==> config.mk <==
export PLATFORM = sky130hd
export DESIGN_NAME = bip_control_unit
export DESIGN_NICKNAME = d
export VERILOG_FILES = /design/src/rtl/bip_control_unit.sv
export SDC_FILE = /design/constraint.sdc
export NUM_CORES = 1
export LEC_CHECK = 0
export CAP_MARGIN = 20
export CORE_MARGIN = 2
export CORE_UTILIZATION = 30
export CTS_CLUSTER_SIZE = 20
export DETAILED_ROUTE_END_ITERATION = 16
export DONT_BUFFER_PORTS = 1
export PLACE_DENSITY_LB_ADDON = 0.3
export RECOVER_POWER = 25
export SKIP_CTS_REPAIR_TIMING = 1
export SYNTH_ARGS = -nofsm -noshare
export SYNTH_HDL_FRONTEND = slang
export SYNTH_SLANG_ARGS = --single-unit
==> constraint.sdc <==
create_clock -name i_clk -period 1.6 [get_ports i_clk]
set_input_delay 0 -clock i_clk [delete_from_list [all_inputs] [get_ports i_clk]]
set_output_delay 0 -clock i_clk [all_outputs]
set_load 0.02 [all_outputs]
==> src/rtl/bip_control_unit.sv <==
// bip_control_unit: three-cycle fetch/decode/execute controller for the 16-bit
// accumulator datapath. Every output is a register. The instruction word is sampled
// only into registers, so there is no combinational path from i_instr to an output.
module bip_control_unit #(
  parameter int PC_WIDTH    = 11,
  parameter int OP_WIDTH    = 5,
  parameter int INSTR_WIDTH = 16
) (
  input  logic                   i_clk,
  input  logic                   i_reset,
  input  logic                   i_start,
  input  logic [INSTR_WIDTH-1:0] i_instr,
  output logic [PC_WIDTH-1:0]    o_pc,
  output logic [OP_WIDTH-1:0]    o_op,
  output logic [PC_WIDTH-1:0]    o_operand,
  output logic [1:0]             o_sel_a,
  output logic                   o_sel_b,
  output logic                   o_wr_acc,
  output logic                   o_rd_ram,
  output logic                   o_wr_ram,
  output logic                   o_busy,
  output logic                   o_halt,
  output logic                   o_illegal
);

  localparam logic [OP_WIDTH-1:0] OP_HLT  = 5'b00000;
  localparam logic [OP_WIDTH-1:0] OP_STO  = 5'b00001;
  localparam logic [OP_WIDTH-1:0] OP_LD   = 5'b00010;
  localparam logic [OP_WIDTH-1:0] OP_LDI  = 5'b00011;
  localparam logic [OP_WIDTH-1:0] OP_ADD  = 5'b00100;
  localparam logic [OP_WIDTH-1:0] OP_ADDI = 5'b00101;
  localparam logic [OP_WIDTH-1:0] OP_SUB  = 5'b00110;
  localparam logic [OP_WIDTH-1:0] OP_SUBI = 5'b00111;

  typedef enum logic [2:0] {
    S_IDLE   = 3'd0,
    S_FETCH  = 3'd1,
    S_DECODE = 3'd2,
    S_EXEC   = 3'd3,
    S_HALT   = 3'd4
  } state_t;

  state_t                state_q;
  logic [PC_WIDTH-1:0]   pc_q, pc_d;
  logic [OP_WIDTH-1:0]   op_q;
  logic [PC_WIDTH-1:0]   operand_q;
  logic [1:0]            sel_a_q;
  logic                  sel_b_q, wr_acc_q, rd_ram_q, wr_ram_q;
  logic                  busy_q, halt_q, illegal_q;

  // Fields of the word arriving from program memory during DECODE.
  logic [OP_WIDTH-1:0]   instr_op_d;
  logic [PC_WIDTH-1:0]   instr_operand_d;
  logic [1:0]            sel_a_d;
  logic                  sel_b_d, wr_acc_d, rd_ram_d, wr_ram_d, illegal_d;

  assign instr_op_d      = i_instr[INSTR_WIDTH-1 -: OP_WIDTH];
  assign instr_operand_d = i_instr[PC_WIDTH-1:0];
  assign pc_d            = pc_q + {{(PC_WIDTH-1){1'b0}}, 1'b1};

  // Decode the incoming opcode into the EXEC-cycle control word.
  always_comb begin
    sel_a_d   = 2'b00;
    sel_b_d   = 1'b0;
    wr_acc_d  = 1'b0;
    rd_ram_d  = 1'b0;
    wr_ram_d  = 1'b0;
    illegal_d = 1'b0;
    case (instr_op_d)
      OP_HLT: begin
        illegal_d = 1'b0;
      end
      OP_STO: begin
        wr_ram_d = 1'b1;
      end
      OP_LD: begin
        sel_a_d  = 2'b00;
        rd_ram_d = 1'b1;
        wr_acc_d = 1'b1;
      end
      OP_LDI: begin
        sel_a_d  = 2'b01;
        wr_acc_d = 1'b1;
      end
      OP_ADD, OP_SUB: begin
        sel_a_d  = 2'b10;
        sel_b_d  = 1'b0;
        rd_ram_d = 1'b1;
        wr_acc_d = 1'b1;
      end
      OP_ADDI, OP_SUBI: begin
        sel_a_d  = 2'b10;
        sel_b_d  = 1'b1;
        wr_acc_d = 1'b1;
      end
      default: begin
        illegal_d = 1'b1;
      end
    endcase
  end

  // Controller FSM with registered outputs; strobes are cleared every cycle
  // unless the cycle being entered is EXEC.
  always_ff @(posedge i_clk) begin
    if (i_reset) begin
      state_q   <= S_IDLE;
      pc_q      <= '0;
      op_q      <= '0;
      operand_q <= '0;
      sel_a_q   <= 2'b00;
      sel_b_q   <= 1'b0;
      wr_acc_q  <= 1'b0;
      rd_ram_q  <= 1'b0;
      wr_ram_q  <= 1'b0;
      busy_q    <= 1'b0;
      halt_q    <= 1'b0;
      illegal_q <= 1'b0;
    end else begin
      sel_a_q   <= 2'b00;
      sel_b_q   <= 1'b0;
      wr_acc_q  <= 1'b0;
      rd_ram_q  <= 1'b0;
      wr_ram_q  <= 1'b0;
      illegal_q <= 1'b0;
      case (state_q)
        S_IDLE: begin
          if (i_start) begin
            state_q <= S_FETCH;
            busy_q  <= 1'b1;
          end else begin
            state_q <= S_IDLE;
          end
        end
        S_FETCH: begin
          state_q <= S_DECODE;
        end
        S_DECODE: begin
          // Capture IR and the control word that is shown during EXEC.
          state_q   <= S_EXEC;
          op_q      <= instr_op_d;
          operand_q <= instr_operand_d;
          sel_a_q   <= sel_a_d;
          sel_b_q   <= sel_b_d;
          wr_acc_q  <= wr_acc_d;
          rd_ram_q  <= rd_ram_d;
          wr_ram_q  <= wr_ram_d;
          illegal_q <= illegal_d;
        end
        S_EXEC: begin
          if (op_q == OP_HLT) begin
            state_q <= S_HALT;
            busy_q  <= 1'b0;
            halt_q  <= 1'b1;
          end else begin
            state_q <= S_FETCH;
            pc_q    <= pc_d;
          end
        end
        S_HALT: begin
          state_q <= S_HALT;
        end
        default: begin
          state_q <= S_IDLE;
          busy_q  <= 1'b0;
          halt_q  <= 1'b0;
        end
      endcase
    end
  end

  assign o_pc      = pc_q;
  assign o_op      = op_q;
  assign o_operand = operand_q;
  assign o_sel_a   = sel_a_q;
  assign o_sel_b   = sel_b_q;
  assign o_wr_acc  = wr_acc_q;
  assign o_rd_ram  = rd_ram_q;
  assign o_wr_ram  = wr_ram_q;
  assign o_busy    = busy_q;
  assign o_halt    = halt_q;
  assign o_illegal = illegal_q;

endmodule

==> results of run 1 <==
==> layer usage <==
metal | global-route usage [%] | up-vias | part of all wire, % | wire (um)
met2 | 20.5 | 55 | 49 | 1740
li1 | - | 598 | - | -
met3 | 6.08 | 7 | 8.7 | 308
met5 | 0 | - | 0 | 0
met4 | 4.09 | 0 | 1.4 | 48
met1 | 14.5 | 580 | 41 | 1440
==> synth_stat cells, drive strengths merged <==
library cell	n	area (um^2)
nor4	1	6.26
ha	1	12.5
and3b	1	8.76
and3	4	25.0
a22o	16	140
dfxtp	39	781
xor2	6	52.6
mux2i	1	10.0
nand4	3	18.8
nor4b	1	23.8
inv	3	11.3
and4	1	8.76
o31ai	1	7.51
a211oi	1	7.51
nor3	2	10.0
buf	8	66.3
o21a	1	7.51
nor3b	1	12.5
o21ai	5	36.3
and2	3	18.8
nand4b	1	8.76
a31oi	2	12.5
a2111oi	2	18.8
or3	1	6.26
o211ai	3	32.5
nand2	5	18.8
o2111ai	2	30.0
a21oi	4	20.0
a311oi	1	8.76
or4	2	15.0
clkbuf	2	7.51
nor2b	1	6.26
nor2	12	45.0
and2b	1	7.51
xnor2	3	26.3
==> logic make-up (layout without fill, tap and decap cells) <==
kind of cell	after synthesis	in the layout	synth area share, %
AO/OA/AOI/OAI	38	38	21.0
multiplexers	1	1	0.655
buffers and inverters	13	55	5.56
AND/OR/NAND/NOR	40	40	15.7
XOR/XNOR	9	9	5.16
flip-flops	39	39	51.1
adder cells (fa/ha/maj)	1	1	0.818
==> cells in the final DEF (no fill, tap or decap), drive strengths merged, types with 2 or more instances in the layout <==
cell and instances:
dfxtp 39, buf 27, dlygate4sd3 17, a22o 16, nor2 12, xor2 6, nand2 5, clkbuf 5
o21ai 5, and3 4, a21oi 4, inv 3, and2 3, xnor2 3, nand4 3, o211ai 3
a31oi 2, nor3 2, a2111oi 2, o2111ai 2, clkinvlp 2, or4 2
==> power groups by stage <==
| stage | clock network, mW | logic, mW | registers, mW |
|---|---|---|---|
| 2_1_floorplan | 0 | 0.223 | 1.15 |
| 3_3_place_gp | 0 | 0.286 | 1.14 |
| 3_5_place_dp | 0 | 0.296 | 1.14 |
| 4_1_cts | 0.678 | 0.296 | 1.12 |
| 5_1_grt | 0.719 | 0.388 | 1.13 |
| 6_report | 0.655 | 0.352 | 1.12 |
==> registers in the layout (all words and copies together) (netlist names) <==
signal,flops
o_busy,1
o_halt,1
o_illegal,1
o_op,5
o_operand,11
o_pc,11
o_rd_ram,1
o_sel_a,2
o_sel_b,1
o_wr_acc,1
o_wr_ram,1
state_q,3
==> layout make-up <==
cell class | count | area share [%]
Timing Repair Buffer | 44 | 18.7
Clock buffer | 5 | 3.42
Inverter | 3 | 0.560
Multi-Input combinational cell | 89 | 33.2
Tap cell | 67 | 4.17
Sequential cell | 39 | 38.9
Clock inverter | 3 | 0.996
==> worst min path at each step <==
stage	to	slack, ns	cells past startpoint
final	o_halt	-0.23	1
after global routing	o_pc[3]	-0.24	1
after CTS	o_sel_a[0]	-0.25	1
after detailed placement	o_sel_a[0]	0.07	1
after global placement	o_sel_a[0]	0.07	1
after floorplan	o_sel_a[0]	0.07	1
==> worst max-delay path: stages, from the launching register on <==
cell,delay (ns)
dfxtp_2,0.33
or4_4,0.52
buf_6,0.16
o21ai_4,0.19
mux2i_1,0.20
nor2_1,0.05
==> flow_summary.yaml, run 1 <==
finish:
  nets: 202
  final_cells: 250
  postLayoutCoreUtil_pct: 41.7
  multiInputGateArea_um2: 668
  final-seq-area_um2: 782
  flow.area_growth_from_synthesis_pct: 31.5
  layout.filler_cells: 487
  post-route-cell-area_um2: 2010
  post_route_cells_drive_above_1_share_pct: 24.0
  antenna-diode-count: 0
setup_path:
  path_max_fanout: 8
  critical_path.startpoint: "o_op[3]"
  timing.rr.end: "o_pc[1]"
  critical_path.endpoint_type: "flop"
  worst_ep_arrival_time_ns: 1.74
  setup.reg_to_reg.worst_slack_ns: 0.05
  worstRegToRegCells: 5
  timing.setup.critical_path_class: "flop to flop"
  endpoint: "o_pc[1]"
  critical_path.startpoint_type: "flop"
  reg2reg_from: "o_op[3]"
  cp_data_required_time_ns: 1.79
detailed_routing:
  drt-wirelength-per-cell_um: 14.2
  dr_total_vias: 1240
  detail-route-antenna-nets: 0
  drc_errors: 0
  dr.first_iter.drc_count: 71
  drt-total-wl_um: 3540
  vias_per_cell: 4.96
  drt_pre_antenna_iters: 4
cts:
  tritoncts_clock_tree: "yes"
  cts_max_path_buffers: 2
  cts_buffers: 5
  maximum_level_of_the_cts_h_tree: 2
  cts-root-buf: "clkbuf_8"
  tritoncts_num_sinks: 39
  clock_latency_ns: 0.29
  clock_pin_slew_on_the_worst_setup_and_hold_paths_ns: 0.08
power:
  netSwitchingFraction_pct: 29.2
  cellLeakagePower_nw: 0.804
  internal-power_mw: 1.51
  vdd_ir_drop_max_mv: 0.527
  seqPwrFrac_pct: 52.6
  power_frac_comb_pct: 16.6
  clock_power_share_pct: 30.8
  fin_total_pwr_mw: 2.13
  p_sw_uw: 620
  cellPowerDensity_nw_per_um2: 1060
global_routing:
  antenna_found_initial: 0
  first_global_vias: 1109
  pin_count_of_the_biggest_net_entering_global_routing: 19
  overflow: 0
  grt_pass1_wl_um: 5320
  grtUsageTotal_pct: 12.6
sta:
  max_clock_skew_ns: 0.00536
  hold_viol_final: 15
  hold-worst-slack_ns: -0.227
  final-setup-viol-count: 0
  tightestPinTransition_ns: 0.422
  finalWorstPathRequiredPeriod_ns: 1.55
  worst_slew_margin_relative_to_its_limit_pct: 71.6
  rsz0062_at_grt: "yes"
  setup_total_negative_slack_ns: 0
  timing.fmax_mhz: 645
  postLayoutSetupSlackWorst_ns: 0.0505
  timing.final.max_slew_violations: 0
  post-route-period-util_pct: 96.8
synth:
  post_synth_inst_count: 141
  ys_seq_area_share_pct: 51.1
  synth.yosys.warnings: 0
  synth.cell_area_um2: 1530
  synth_register_bits: 39
  syn-num-nets: 161
  yosysUniqueCellTypes: 40
  syn_avg_cell_area_um2: 10.8
floorplan:
  core_area_um2: 4820
  dieHeight_um: 75.4
  start_util_pct: 31.7
  io_pins: 55
  num_rows: 25
  dieWidth_um: 75.4
  design.die.area_um2: 5680
min_path:
  hold_start: "i_reset"
  hp-class: "primary input to flop"
placed_design:
  dpl_cell_area_um2: 1740
  numPortBuffers: 0
  placement.setup.worst_slack_ns: 0.0777
  place.gp.congestion: 0.771
  place.detailed.hpwl_um: 2470
  numPlacedInstances: 225
run_status:
  result_of_the_run: "finished with violations"
  failing_checks: "hold timing"
job:
  maxCapViolations: 0
Power figures use the tool's default switching activity.
==> inputs of run 2 (changes only) <==
--- a/config.mk
+++ b/config.mk
@@ -6,6 +6,8 @@
 export NUM_CORES = 1
 export LEC_CHECK = 0
 export CAP_MARGIN = 20
+export CELL_PAD_IN_SITES_DETAIL_PLACEMENT = 1
+export CELL_PAD_IN_SITES_GLOBAL_PLACEMENT = 1
 export CORE_MARGIN = 2
 export CORE_UTILIZATION = 30
 export CTS_CLUSTER_SIZE = 20
==> flow_summary.yaml, run 2 (synthesized netlist as in run 1, its figures left out) <==
run_status:
  result_of_the_run: "finished with violations"
  failing_checks: "hold timing"
setup_path:
  cp.buffers_inverters: 1
  critical_path.startpoint_type: "flop"
  cp_cell_sequence: "or4_1 > buf_6 > o21ai_4 > mux2i_1 > nor2_1"
  timing.setup.critical_path_class: "flop to flop"
  critical_path.endpoint_type: "flop"
  cp_data_required_time_ns: 1.79
  worst_ep_arrival_time_ns: 1.74
  path_max_fanout: 8
  critical-path-top-delay-family: "simple AND/OR/NAND/NOR gates"
  timing.critical_path.slowest_stage_cell: "or4_1"
  critPathMaxStageDelay_ns: 0.54
finish:
  nets: 201
  layout.filler_cells: 548
  postLayoutCoreUtil_pct: 42.1
  post-route-cell-area_um2: 2030
  final-seq-area_um2: 782
  final_common_cell: "dfxtp_1"
  flow.area_growth_from_synthesis_pct: 32.5
  mostFrequentLayoutCells: "dfxtp_1, buf_4, dlygate4sd3_1"
  antenna-diode-count: 0
  multiInputGateArea_um2: 687
  post_route_cells_drive_above_1_share_pct: 24.2
sta:
  post-route-period-util_pct: 97.2
  timing.final.max_slew_violations: 0
  setup_total_negative_slack_ns: 0
  final-setup-viol-count: 0
  finalWorstPathRequiredPeriod_ns: 1.56
  hold_viol_final: 15
  tightestPinTransition_ns: 0.335
  max_clock_skew_ns: 0.00456
  worst_slew_margin_relative_to_its_limit_pct: 77.5
  hold-worst-slack_ns: -0.229
  timing.fmax_mhz: 643
power:
  fin_total_pwr_mw: 2.14
  cellLeakagePower_nw: 0.800
  cellPowerDensity_nw_per_um2: 1060
  vdd_ir_drop_max_mv: 0.431
cts:
  maximum_level_of_the_cts_h_tree: 2
  cts-root-buf: "clkbuf_8"
  cts_max_path_buffers: 2
  tritoncts_num_sinks: 39
  cts_buffers: 5
  clock_latency_ns: 0.29
  tritoncts_clock_tree: "yes"
  clock_pin_slew_on_the_worst_setup_and_hold_paths_ns: 0.08
floorplan:
  io_pins: 55
  dieHeight_um: 75.4
  num_rows: 25
  design.die.area_um2: 5680
  dieWidth_um: 75.4
  start_util_pct: 31.7
  core_area_um2: 4820
global_routing:
  pin_count_of_the_biggest_net_entering_global_routing: 19
  first_global_vias: 1256
  grt_pass1_wl_um: 5940
  antenna_found_initial: 0
  grtUsageTotal_pct: 14.1
  overflow: 0
detailed_routing:
  dr.first_iter.drc_count: 54
  drt_pre_antenna_iters: 4
  drc_errors: 0
  drt-wirelength-per-cell_um: 15.7
  vias_per_cell: 4.91
  drt-total-wl_um: 3910
  detail-route-antenna-nets: 0
  dr_total_vias: 1223
placed_design:
  dpl_cell_area_um2: 1730
  place.gp.congestion: 0.793
  place.detailed.hpwl_um: 2830
  numPortBuffers: 0
job:
  maxCapViolations: 0
min_path:
  hp-class: "primary input to flop"
run 2: worst register-to-register path: cells and delay by family (launching register included):
| family | cells | cell delay (ns) |
|---|---|---|
| and+or+nand+nor | 2 | 0.60 |
| DFF | 1 | 0.31 |
| muxes | 1 | 0.20 |
| buffers and inverters | 1 | 0.17 |
| AOI/OAI and AO/OA | 1 | 0.17 |
run 2: final cells by class:
class                      count  share of cell area (%)
sequential                    39                    38.6
multi-input combinational     89                    33.9
timing repair buffer          43                    18.2
tap                           67                    4.14
clock buffer                   5                    3.40
clock inverter                 3                    1.17
inverter                       3                   0.556
run 2: where the power goes:
part | internal (mW) | switching [mW]
registers | 1.03 | 0.0858
clock network | 0.311 | 0.352
logic | 0.165 | 0.192
total | 1.51 | 0.630
run 2: path summary, 6_finish.rpt:
path | endpoint | slack (ns) | cells after the start | start
max | o_pc[1] | 0.04 | 5 | o_op[1]
min | o_halt | -0.23 | 1 | i_reset
max reg2reg | o_pc[1] | 0.04 | 5 | o_op[1]
min reg2reg | state_q[0] | 0.54 | 2 | state_q[1]
run 2: metal layers:
metal | part of all wire [%] | global-route usage, % | vias up
li1 | - | - | 594
met1 | 43 | 17.6 | 582
met2 | 47 | 20.5 | 40
met3 | 7.7 | 6.35 | 7
met4 | 1.6 | 7.02 | 0
met5 | 0 | 0 | -
run 2: per-stage QoR:
step | cells | setup slack (ns)
floorplan | 141 | 0.0171
global placement | 224 | 0.0775
detailed placement | 224 | 0.0711
CTS | 232 | 0.0594
global route | 249 | -0.0194
finish | 249 | 0.0441
==> inputs of run 3 (changes only) <==
--- a/config.mk
+++ b/config.mk
@@ -5,6 +5,7 @@
 export SDC_FILE = /design/constraint.sdc
 export NUM_CORES = 1
 export LEC_CHECK = 0
+export ABC_AREA = 1
 export CAP_MARGIN = 20
 export CELL_PAD_IN_SITES_DETAIL_PLACEMENT = 1
 export CELL_PAD_IN_SITES_GLOBAL_PLACEMENT = 1
==> flow_summary.yaml, run 3 <==
run_status:
  result_of_the_run: "finished with violations"
  failing_checks: "hold timing"
global_routing:
  pin_count_of_the_biggest_net_entering_global_routing: 26
  grtUsageTotal_pct: 13.7
  antenna_found_initial: 0
  grt_pass1_wl_um: 6430
  overflow: 0
  first_global_vias: 1342
synth:
  syn-num-nets: 224
  syn_avg_cell_area_um2: 7.66
  post-synth-top-area-cell: "dfxtp_1"
  ranking_of_synthesized_cells_by_instance_count: "nand2_1, dfxtp_1, nand3_1, nor2_1, inv_1"
  synth.yosys.warnings: 0
  synth.cell_area_um2: 1560
  synth_enable_flop_cells: 0
  synth_register_bits: 39
  synth.top_cell.area_share_pct: 50.0
  yosysUniqueCellTypes: 28
  yosysMostFrequentCell: "nand2_1"
  synth-main-ff-cell: "dfxtp_1"
  post_synth_inst_count: 204
  synth-async-reset-ratio_pct: 0
  synth_top_cells_by_area: "dfxtp_1, nand2_1, nand3_1"
  ys_seq_area_share_pct: 50.0
cts:
  tritoncts_num_sinks: 39
  clock_latency_ns: 0.28
  cts-root-buf: "clkbuf_8"
  cts_buffers: 5
  maximum_level_of_the_cts_h_tree: 2
  tritoncts_clock_tree: "yes"
  cts_max_path_buffers: 2
  clock_pin_slew_on_the_worst_setup_and_hold_paths_ns: 0.08
setup_path:
  critical_path.endpoint_type: "flop"
  critPathMaxStageDelay_ns: 0.44
  path_max_fanout: 5
  cp_cell_sequence: "nand2_1 > nor2_2 > nand3_1 > nor2_2 > nand3_1 > nand2_1 > nor2_1"
  timing.critical_path.slowest_stage_cell: "dfxtp_1"
  worst_ep_arrival_time_ns: 1.52
  cp_data_required_time_ns: 1.78
  timing.setup.critical_path_class: "flop to flop"
  critical_path.startpoint_type: "flop"
detailed_routing:
  drt-total-wl_um: 3940
  vias_per_cell: 4.52
  drt_pre_antenna_iters: 3
  drc_errors: 0
  detail-route-antenna-nets: 0
  dr_total_vias: 1402
  dr.first_iter.drc_count: 37
  drt-wirelength-per-cell_um: 12.7
power:
  cellPowerDensity_nw_per_um2: 994
  vdd_ir_drop_max_mv: 0.406
  cellLeakagePower_nw: 0.868
finish:
  layout.filler_cells: 651
  flow.area_growth_from_synthesis_pct: 27.0
  final-seq-area_um2: 781
  postLayoutCoreUtil_pct: 39.1
  nets: 259
  antenna-diode-count: 0
  final_common_cell: "nand2_1"
  mostFrequentLayoutCells: "nand2_1, dfxtp_1, nand3_1"
  post_route_cells_drive_above_1_share_pct: 15.8
  multiInputGateArea_um2: 671
sta:
  tightestPinTransition_ns: 0.356
  post-route-period-util_pct: 83.9
  hold_viol_final: 2
  setup_total_negative_slack_ns: 0
  hold-worst-slack_ns: -0.00254
  worst_slew_margin_relative_to_its_limit_pct: 76.3
  timing.fmax_mhz: 745
  rsz0062_at_grt: "no"
  finalWorstPathRequiredPeriod_ns: 1.34
  timing.final.max_slew_violations: 0
  final-setup-viol-count: 0
  max_clock_skew_ns: 0.00489
job:
  maxCapViolations: 0
placed_design:
  numPortBuffers: 0
  place.detailed.hpwl_um: 2670
  place.gp.congestion: 0.754
floorplan:
  design.die.area_um2: 5800
  io_pins: 55
  start_util_pct: 30.8
  dieWidth_um: 76.2
  num_rows: 26
  core_area_um2: 5070
  dieHeight_um: 76.2
min_path:
  hp-class: "primary input to flop"
==> run 3: changes by cell type in the layout (fill, tap and decap cells not counted), moves of 4 or more <==
cell      before  now
nand3_1        0   23
nand2_1        5   60
a21oi_1        4    9
clkinv_2       0    4
inv_1          3   13
xor2_1         6    1
and3_1         4    0
nor2_1        12   22
a22o_1        16    0
buf_4         25   16
==> run 3: per-layer routing <==
| layer | vias to the layer above | GRT usage (%) | routed length, um |
|---|---|---|---|
| met5 | - | 0 | 0 |
| met4 | 0 | 5.45 | 57 |
| met3 | 5 | 4.74 | 220 |
| met2 | 34 | 21.1 | 1880 |
| met1 | 640 | 17.5 | 1780 |
| li1 | 723 | - | - |
==> run 3: final timing paths <==
kind,from,to,slack [ns],cells past startpoint
setup reg to reg,o_pc[2],o_pc[9],0.26,7
hold reg to reg,o_op[4],o_op[4],0.52,2
setup / recovery,o_pc[2],o_pc[9],0.26,7
hold / removal,i_reset,o_sel_a[1],-0.003,3
==> run 3: where the power goes <==
group	switching, mW	total, mW	internal, mW
clock	0.344	0.642	0.299
sequential	0.0736	1.10	1.02
combinational	0.142	0.235	0.0925
total	0.559	1.97	1.41
==> run 3: kinds of logic (layout without fill, tap and decap cells) <==
| logic type | Yosys count | count (layout) | share of synthesized area (%) |
|---|---|---|---|
| compound gates | 18 | 18 | 6.33 |
| xor+xnor | 1 | 1 | 0.561 |
| fa+ha+maj | 1 | 1 | 0.801 |
| buf+inv | 22 | 58 | 7.13 |
| flops | 39 | 39 | 50.0 |
| simple gates | 123 | 123 | 35.2 |
==> run 3: stage by stage <==
stage / std cells / instance area, um^2 / setup slack, ns / power (mW)
6_report: 310 / 1980 / 0.258 / 1.97
5_1_grt: 310 / 1980 / 0.120 / 2.10
4_1_cts: 292 / 1800 / 0.243 / 1.97
3_5_place_dp: 284 / 1720 / 0.256 / 1.31
3_3_place_gp: 284 / 1720 / 0.306 / 1.31
2_1_floorplan: 204 / 1560 / 0.219 / 1.26
==> run 3: cell type report <==
type                    instances  area share, %
clock buffers                   5           3.47
repair buffers                 34           15.1
flip-flops and latches         39           39.3
well taps                      70           4.41
multi-input cells             143           33.8
inverters                      16           3.09
clock inverters                 3          0.757
==> run 3: critical path, delay by kind of cell (launching register included) <==
kind / cells / cell delay [ns]
and+or+nand+nor: 7 / 0.81
DFF: 1 / 0.44
